**src/rtl/multi_cycle_controller.sv**
```systemverilog
// Control FSM for a multi-cycle MIPS-subset datapath: sequences FETCH/DECODE/execute
// states and decodes the datapath control lines from State, OpCode, Funct and Zero.
module multi_cycle_controller (
    input  logic       clk,
    input  logic       reset,
    input  logic [5:0] OpCode,
    input  logic [5:0] Funct,
    input  logic       Zero,
    output logic       PCWrite,
    output logic       IorD,
    output logic       MemRead,
    output logic       MemWrite,
    output logic       IRWrite,
    output logic       RegWrite,
    output logic       ExtOp,
    output logic       LuiOp,
    output logic [1:0] MemtoReg,
    output logic [1:0] RegDst,
    output logic [1:0] ALUSrcA,
    output logic [1:0] ALUSrcB,
    output logic [1:0] PCSource,
    output logic [4:0] ALUConf,
    output logic       Sign,
    output logic [3:0] State
);

    typedef enum logic [3:0] {
        FETCH     = 4'd0,
        DECODE    = 4'd1,
        MEM_ADDR  = 4'd2,
        MEM_READ  = 4'd3,
        MEM_WB    = 4'd4,
        MEM_WRITE = 4'd5,
        EXEC      = 4'd6,
        ALU_WB    = 4'd7,
        BRANCH    = 4'd8,
        JUMP      = 4'd9
    } state_t;

    localparam logic [4:0] ALU_ADD = 5'd0, ALU_SUB = 5'd1, ALU_AND = 5'd2, ALU_OR = 5'd3,
                           ALU_XOR = 5'd4, ALU_NOR = 5'd5, ALU_SL = 5'd6, ALU_SR = 5'd7,
                           ALU_COMP = 5'd8;

    state_t state;
    logic   is_rtype;
    logic   pc_write, mem_read, mem_write, ir_write, reg_write;

    assign State    = state;
    assign is_rtype = (OpCode == 6'h00);

    // R-type functions that produce a register result
    function automatic logic funct_known(input logic [5:0] f);
        case (f)
            6'h00, 6'h02, 6'h03, 6'h20, 6'h21, 6'h22, 6'h23,
            6'h24, 6'h25, 6'h26, 6'h27, 6'h2A, 6'h2B: funct_known = 1'b1;
            default:                                   funct_known = 1'b0;
        endcase
    endfunction

    always_ff @(posedge clk or posedge reset) begin
        if (reset) begin
            state <= FETCH;
        end else begin
            case (state)
                FETCH:  state <= DECODE;
                DECODE: begin
                    case (OpCode)
                        6'h23, 6'h2B:                      state <= MEM_ADDR;
                        6'h00:                             state <= (Funct == 6'h08 || Funct == 6'h09) ? JUMP : EXEC;
                        6'h08, 6'h09, 6'h0C, 6'h0A, 6'h0B,
                        6'h0F:                             state <= EXEC;
                        6'h04:                             state <= BRANCH;
                        6'h02, 6'h03:                      state <= JUMP;
                        default:                           state <= FETCH;
                    endcase
                end
                MEM_ADDR: state <= (OpCode == 6'h2B) ? MEM_WRITE : MEM_READ;
                MEM_READ: state <= MEM_WB;
                EXEC:     state <= ALU_WB;
                default:  state <= FETCH;
            endcase
        end
    end

    always_comb begin
        pc_write  = 1'b0;
        mem_read  = 1'b0;
        mem_write = 1'b0;
        ir_write  = 1'b0;
        reg_write = 1'b0;
        IorD      = 1'b0;
        ExtOp     = 1'b0;
        LuiOp     = 1'b0;
        MemtoReg  = 2'd0;
        RegDst    = 2'd0;
        ALUSrcA   = 2'd0;
        ALUSrcB   = 2'd0;
        PCSource  = 2'd0;
        ALUConf   = ALU_ADD;
        Sign      = 1'b0;
        case (state)
            FETCH: begin
                mem_read = 1'b1;
                ir_write = 1'b1;
                pc_write = 1'b1;
                ALUSrcB  = 2'd1;
            end
            DECODE: begin
                ALUSrcB = 2'd3;
                ExtOp   = 1'b1;
            end
            MEM_ADDR: begin
                ALUSrcA = 2'd1;
                ALUSrcB = 2'd2;
                ExtOp   = 1'b1;
            end
            MEM_READ: begin
                mem_read = 1'b1;
                IorD     = 1'b1;
            end
            MEM_WB: begin
                reg_write = 1'b1;
                MemtoReg  = 2'd1;
            end
            MEM_WRITE: begin
                mem_write = 1'b1;
                IorD      = 1'b1;
            end
            EXEC: begin
                ALUSrcA = 2'd1;
                if (is_rtype) begin
                    case (Funct)
                        6'h22, 6'h23: ALUConf = ALU_SUB;
                        6'h24:        ALUConf = ALU_AND;
                        6'h25:        ALUConf = ALU_OR;
                        6'h26:        ALUConf = ALU_XOR;
                        6'h27:        ALUConf = ALU_NOR;
                        6'h2A:        begin ALUConf = ALU_COMP; Sign = 1'b1; end
                        6'h2B:        ALUConf = ALU_COMP;
                        6'h00:        begin ALUConf = ALU_SL; ALUSrcA = 2'd2; end
                        6'h02:        begin ALUConf = ALU_SR; ALUSrcA = 2'd2; end
                        6'h03:        begin ALUConf = ALU_SR; ALUSrcA = 2'd2; Sign = 1'b1; end
                        default:      ALUConf = ALU_ADD;
                    endcase
                end else begin
                    ALUSrcB = 2'd2;
                    case (OpCode)
                        6'h0C:   ALUConf = ALU_AND;
                        6'h0A:   begin ALUConf = ALU_COMP; Sign = 1'b1; ExtOp = 1'b1; end
                        6'h0B:   begin ALUConf = ALU_COMP; ExtOp = 1'b1; end
                        6'h0F:   LuiOp = 1'b1;
                        default: ExtOp = 1'b1;
                    endcase
                end
            end
            ALU_WB: begin
                RegDst    = is_rtype ? 2'd1 : 2'd0;
                reg_write = is_rtype ? funct_known(Funct) : 1'b1;
            end
            BRANCH: begin
                ALUSrcA  = 2'd1;
                ALUConf  = ALU_SUB;
                PCSource = 2'd1;
                pc_write = Zero;
            end
            JUMP: begin
                pc_write = 1'b1;
                if (is_rtype) begin
                    PCSource = 2'd3;
                    if (Funct == 6'h09) begin
                        reg_write = 1'b1;
                        RegDst    = 2'd1;
                        MemtoReg  = 2'd2;
                    end
                end else begin
                    PCSource = 2'd2;
                    if (OpCode == 6'h03) begin
                        reg_write = 1'b1;
                        RegDst    = 2'd2;
                        MemtoReg  = 2'd2;
                    end
                end
            end
            default: ;
        endcase
        // Reset suppresses every side effect immediately, independent of the clock
        PCWrite  = pc_write  & ~reset;
        MemRead  = mem_read  & ~reset;
        MemWrite = mem_write & ~reset;
        IRWrite  = ir_write  & ~reset;
        RegWrite = reg_write & ~reset;
    end

endmodule

```
**config.mk**
```make
export PLATFORM = sky130hd
export DESIGN_NAME = multi_cycle_controller
export DESIGN_NICKNAME = d
export VERILOG_FILES = /design/src/rtl/multi_cycle_controller.sv
export SDC_FILE = /design/constraint.sdc
export NUM_CORES = 1
export LEC_CHECK = 0
export CAP_MARGIN = 20
export CORE_MARGIN = 2
export CORE_UTILIZATION = 36
export DETAILED_ROUTE_END_ITERATION = 12
export PLACE_DENSITY = 0.77
export SLEW_MARGIN = 30
export SYNTH_ARGS = -nofsm -noshare
export SYNTH_HDL_FRONTEND = slang
export SYNTH_SLANG_ARGS = --single-unit
```
**constraint.sdc**
```tcl
create_clock -name clk -period 1.79 [get_ports clk]
set_input_delay 0.358 -clock clk [delete_from_list [all_inputs] [get_ports clk]]
set_output_delay 0.358 -clock clk [all_outputs]
set_load 0.005 [all_outputs]
```
Word-level counts from Yosys, hierarchy flattened

Memory sizes are Yosys's and may differ from the RTL's.
Index checks and enable logic that the tools add are counted.
Widths: inputs -> output; s select.

Reduce and logical (&&, ||, !) cells: 19
Bitwise gates (word level): 6
Mux-type cells: 43
Equality and inequality tests: 32

Operators with widths:

| cell               | count |
|---|---|
| $eq 6x6->1 const B | 10 |
| $eq 6x4->1 const B | 8 |
| $pmux 4 s5         | 2 |
| $pmux 4 s8         | 1 |
| $reduce_or 2->1    | 13 |
| $eq 6x2->1 const B | 4 |
| $mux 1             | 20 |
| $eq 4x3->1 const B | 4 |
| $pmux 2 s2         | 4 |
| $mux 2             | 7 |
| $logic_not 6->1    | 2 |
| $pmux 5 s2         | 1 |
| $eq 4x2->1 const B | 2 |
| $eq 4x4->1 const B | 2 |
| $pmux 2 s4         | 1 |
| $pmux 4 s2         | 1 |
| $eq 6x3->1 const B | 1 |
| $reduce_or 6->1    | 1 |
| $and 1x1->1        | 5 |
| $mux 5             | 1 |
| $eq 4x1->1 const B | 1 |
| $logic_not 4->1    | 1 |
| $mux 4             | 1 |
| $pmux 1 s2         | 2 |
| 5 further kinds    | 5 |

ROM bits: 64
Output and inout bits: 28
Memories kept: 1
Bits of input ports: 15
Register bits after elaboration: 4

Memories:

| memory           | depth | bits a word | rd ports | clocked after memory_dff | write ports | RTL line | RTL |
|---|---|---|---|---|---|---|---|
| (name not given) | 64    | 1           | 1        | 0                        | 0           | 53       | `case (f)` |

Logic depth before layout (Yosys ltp)

Depth after elaboration: 5
Mapped depth: 5
Depth with buffers taken out: 4

Least setup slack after synthesis

OpenSTA, ideal clock, no wires.

Path type: register to output
From: register state[0] (netlist: State[0])
To: output port Sign
Setup slack: -16 ps
Stages on the path, launching flop included: 6
Arrival time: 1448 ps
Data required time: 1432 ps
Path through: dfrtp_1 buf_2 and4bb_1 nand2_1 or3_1 o22ai_1

Longest elaborated chain between the ends: 2

RTL lines:

| element                  | RTL line | RTL |
|---|---|---|
| start: declaration       | 44       | `state_t state;` |
| start signal: assignment | 69       | `6'h00: state <= (Funct == 6'h08 \|\| Funct == 6'h09) ? JUMP : EXEC;` |
| start signal: assignment | 77       | `MEM_ADDR: state <= (OpCode == 6'h2B) ? MEM_WRITE : MEM_READ;` |
| $eq 4x3->1               | 101      | `case (state)` |
| $mux 1                   | 101      |  |
| end: declaration         | 23       | `output logic Sign,` |

Every way passes these cells.

Worst setup path in the final report

Same ends and word-level chain as after synthesis.

==> metrics.yaml <==
status: "finished, violations left"
violations: "negative setup slack"
worstPathArrival_ns: 1.78
cp_slowest_cell: "or3_4"
cts_root_buffer: "clkbuf_4"
die_w_um: 52.3
ctsHtreeMaxLevel: 1
cts_hold_buf: 0
clock-sinks: 4
initial_core_util_pct: 37.9
cts_tree: "yes"
postPlaceCellArea_um2: 1580
peakVddDrop_mv: 0.797
synth_ff_type: "dfrtp_1"
grt_pass1_vias: 1515
syn_avg_cell_area_um2: 6.45
drv_slew: 0
cpPeakStageDelay_ns: 0.41
period_share_pct: 120
path_max_fanout: 3
startpoint_type: "flop"
crit_chain: "and4bb_2 > nand2_2 > or3_4 > o22ai_2 > buf_2"
setup_viol: 25
gr-usage-all-layers_pct: 34.6
period_needed_ns: 2.14
wl_um: 6350
synth_cells: 130
synth_edf_count: 0
vias: 1689
p_per_area_nw_per_um2: 538
io_pins: 43
synthDistinctLibCells: 45
grt_pass1_wl_um: 7100
areaGrowthSynthToFinish_pct: 148
hp-class: "in -> reg"
ant_nets: 0
nNetsFinal: 252
leakage_nw: 0.928
hpwl_um: 2540
port_buffers: 41
async_flop_share_pct: 100
syn-cell-area_um2: 838
layout-drive-gt1-share_pct: 66.8
first_pass_iters: 4
drv_cap: 0
rsz0062_at_grt: "yes"
yosysMostFrequentCell: "nor2_1"
clock_path_buffers: 2
grt_max_degree: 19
critPathRequiredTime_ns: 1.43
hold_viol: 0
wl_per_cell_um: 24.2
ys_top_cells_by_area: "dfrtp_1 12%, a21oi_1 6.6%, nor2_1 6.3%"
die_h_um: 52.3
synth_seq_cells: 4
antennaDiodeCount: 0
drc: 0
synth_top_cells_by_count: "14 x nor2_1, 13 x nand2_1, 11 x a21oi_1"
core_area_um2: 2210
drt_iter0_markers: 107
fill_cells: 68
final_area_um2: 2080
grt_overflow_total: 0
synth_fp_nets: 145
whs_ns: 0.501
setup_slack_ns: -0.352
synth-warning-count: 0
die_area_um2: 2730
yosysTopAreaCellShare_pct: 11.9
fin_skew_ns: 0.00274
yosys.area.top_type: "dfrtp_1"
clk_pin_slew_worst_paths_ns: 0.05
critPathKind: "reg -> out"
seq_area_frac_synth_pct: 11.9
rows: 17
cts_buffers: 3
worst_setup_path_end_kind: "primary output"
clk_latency_ns: 0.24
max_freq_mhz: 467
largest_reg_flops: 4
gp_congestion: 0.915
via_per_inst: 6.42
antenna_found_initial: 0
-- path summary, 6_finish.rpt --
path	start	end	slack, ns	depth (start not counted)
setup / recovery	State[0]$_DFF_PP0_	Sign	-0.35	5
hold / removal	OpCode[3]	State[3]$_DFF_PP0_	0.50	3
setup reg to reg	State[1]$_DFF_PP0_	State[2]$_DFF_PP0_	-0.02	7
hold reg to reg	State[3]$_DFF_PP0_	State[0]$_DFF_PP0_	0.76	3
max in group asynchronous	reset	State[2]$_DFF_PP0_	0.94	4
min in group asynchronous	reset	State[0]$_DFF_PP0_	0.74	4
-- per-layer routing --
layer / global-route usage (%) / up-vias / share of wire, %
met1: 43.2 / 771 / 35
met4: 13.7 / 0 / 8.4
li1: - / 685 / -
met5: 0 / - / 0
met3: 4.00 / 61 / 10
met2: 60.1 / 172 / 46
-- metrics by stage --
step / util (%) / setup TNS (ns) / setup WS (ns) / cells / total power, mW
2_1_floorplan: - / -0.0115 / -0.0115 / 130 / 0.397
3_3_place_gp: 71.4 / -13.45 / -0.862 / 232 / 0.716
6_report: 93.8 / -2.75 / -0.352 / 263 / 1.12
3_5_place_dp: 71.4 / -14.35 / -0.915 / 232 / 0.729
5_1_grt: 93.8 / -3.38 / -0.376 / 263 / 1.14
4_1_cts: 83.1 / -1.86 / -0.293 / 256 / 0.873
-- logic make-up (layout without fill, tap and decap cells) --
| family | Yosys count | count (layout) | synth area share [%] |
|---|---|---|---|
| AND/OR/NAND/NOR | 77 | 77 | 53.9 |
| flip-flops | 4 | 4 | 11.9 |
| XOR/XNOR | 3 | 3 | 3.13 |
| AO/OA/AOI/OAI | 31 | 31 | 23.3 |
| buffers and inverters | 14 | 119 | 7.31 |
| other | 1 | 1 | 0.447 |
-- cell usage in the layout, fill, tap and decap left out, types with 4 or more instances in the layout --
cell type	instances
a21oi_1	5
nand2b_4	5
dfrtp_1	4
buf_2	20
inv_1	4
nor2_2	5
buf_6	24
nor4_4	4
nand2_2	4
clkbuf_2	4
buf_4	50
nor2_4	4
clkdlybuf4s50_1	6
nand4_1	4
nand2_1	8
a21oi_2	6
nor2_1	6
clkdlybuf4s15_1	4
-- repair_timing --
action	in CTS	in global routing
endpoints found under the setup margin	26	25
cloned	0	0
resized for setup	144	69
hold endpoints to repair	0	0
buffers inserted	21	12
pin swaps	23	28
-- power by group --
group          internal, mW  switching [mW]  leakage (nW)
combinational         0.410           0.461         0.861
sequential            0.107          0.0173        0.0534
clock                0.0757          0.0464        0.0138
total                 0.592           0.525         0.928
-- area by class of cell --
type / count / area (um^2) / area share, %
clock buffer: 3 / 22.5 / 1.08
timing repair buffer: 112 / 910 / 43.8
sequential: 4 / 100 / 4.82
tap: 28 / 35.0 / 1.69
multi-input combinational: 112 / 993 / 47.9
inverter: 4 / 15.0 / 0.723
-- worst max-delay path, delay by kind of cell (launching register included) --
| family | cells | cell delay [ns] |
|---|---|---|
| simple gates | 3 | 0.89 |
| flops | 1 | 0.40 |
| buf+inv | 1 | 0.12 |
| compound gates | 1 | 0.14 |
No activity file was read; power rests on OpenSTA's default activity.
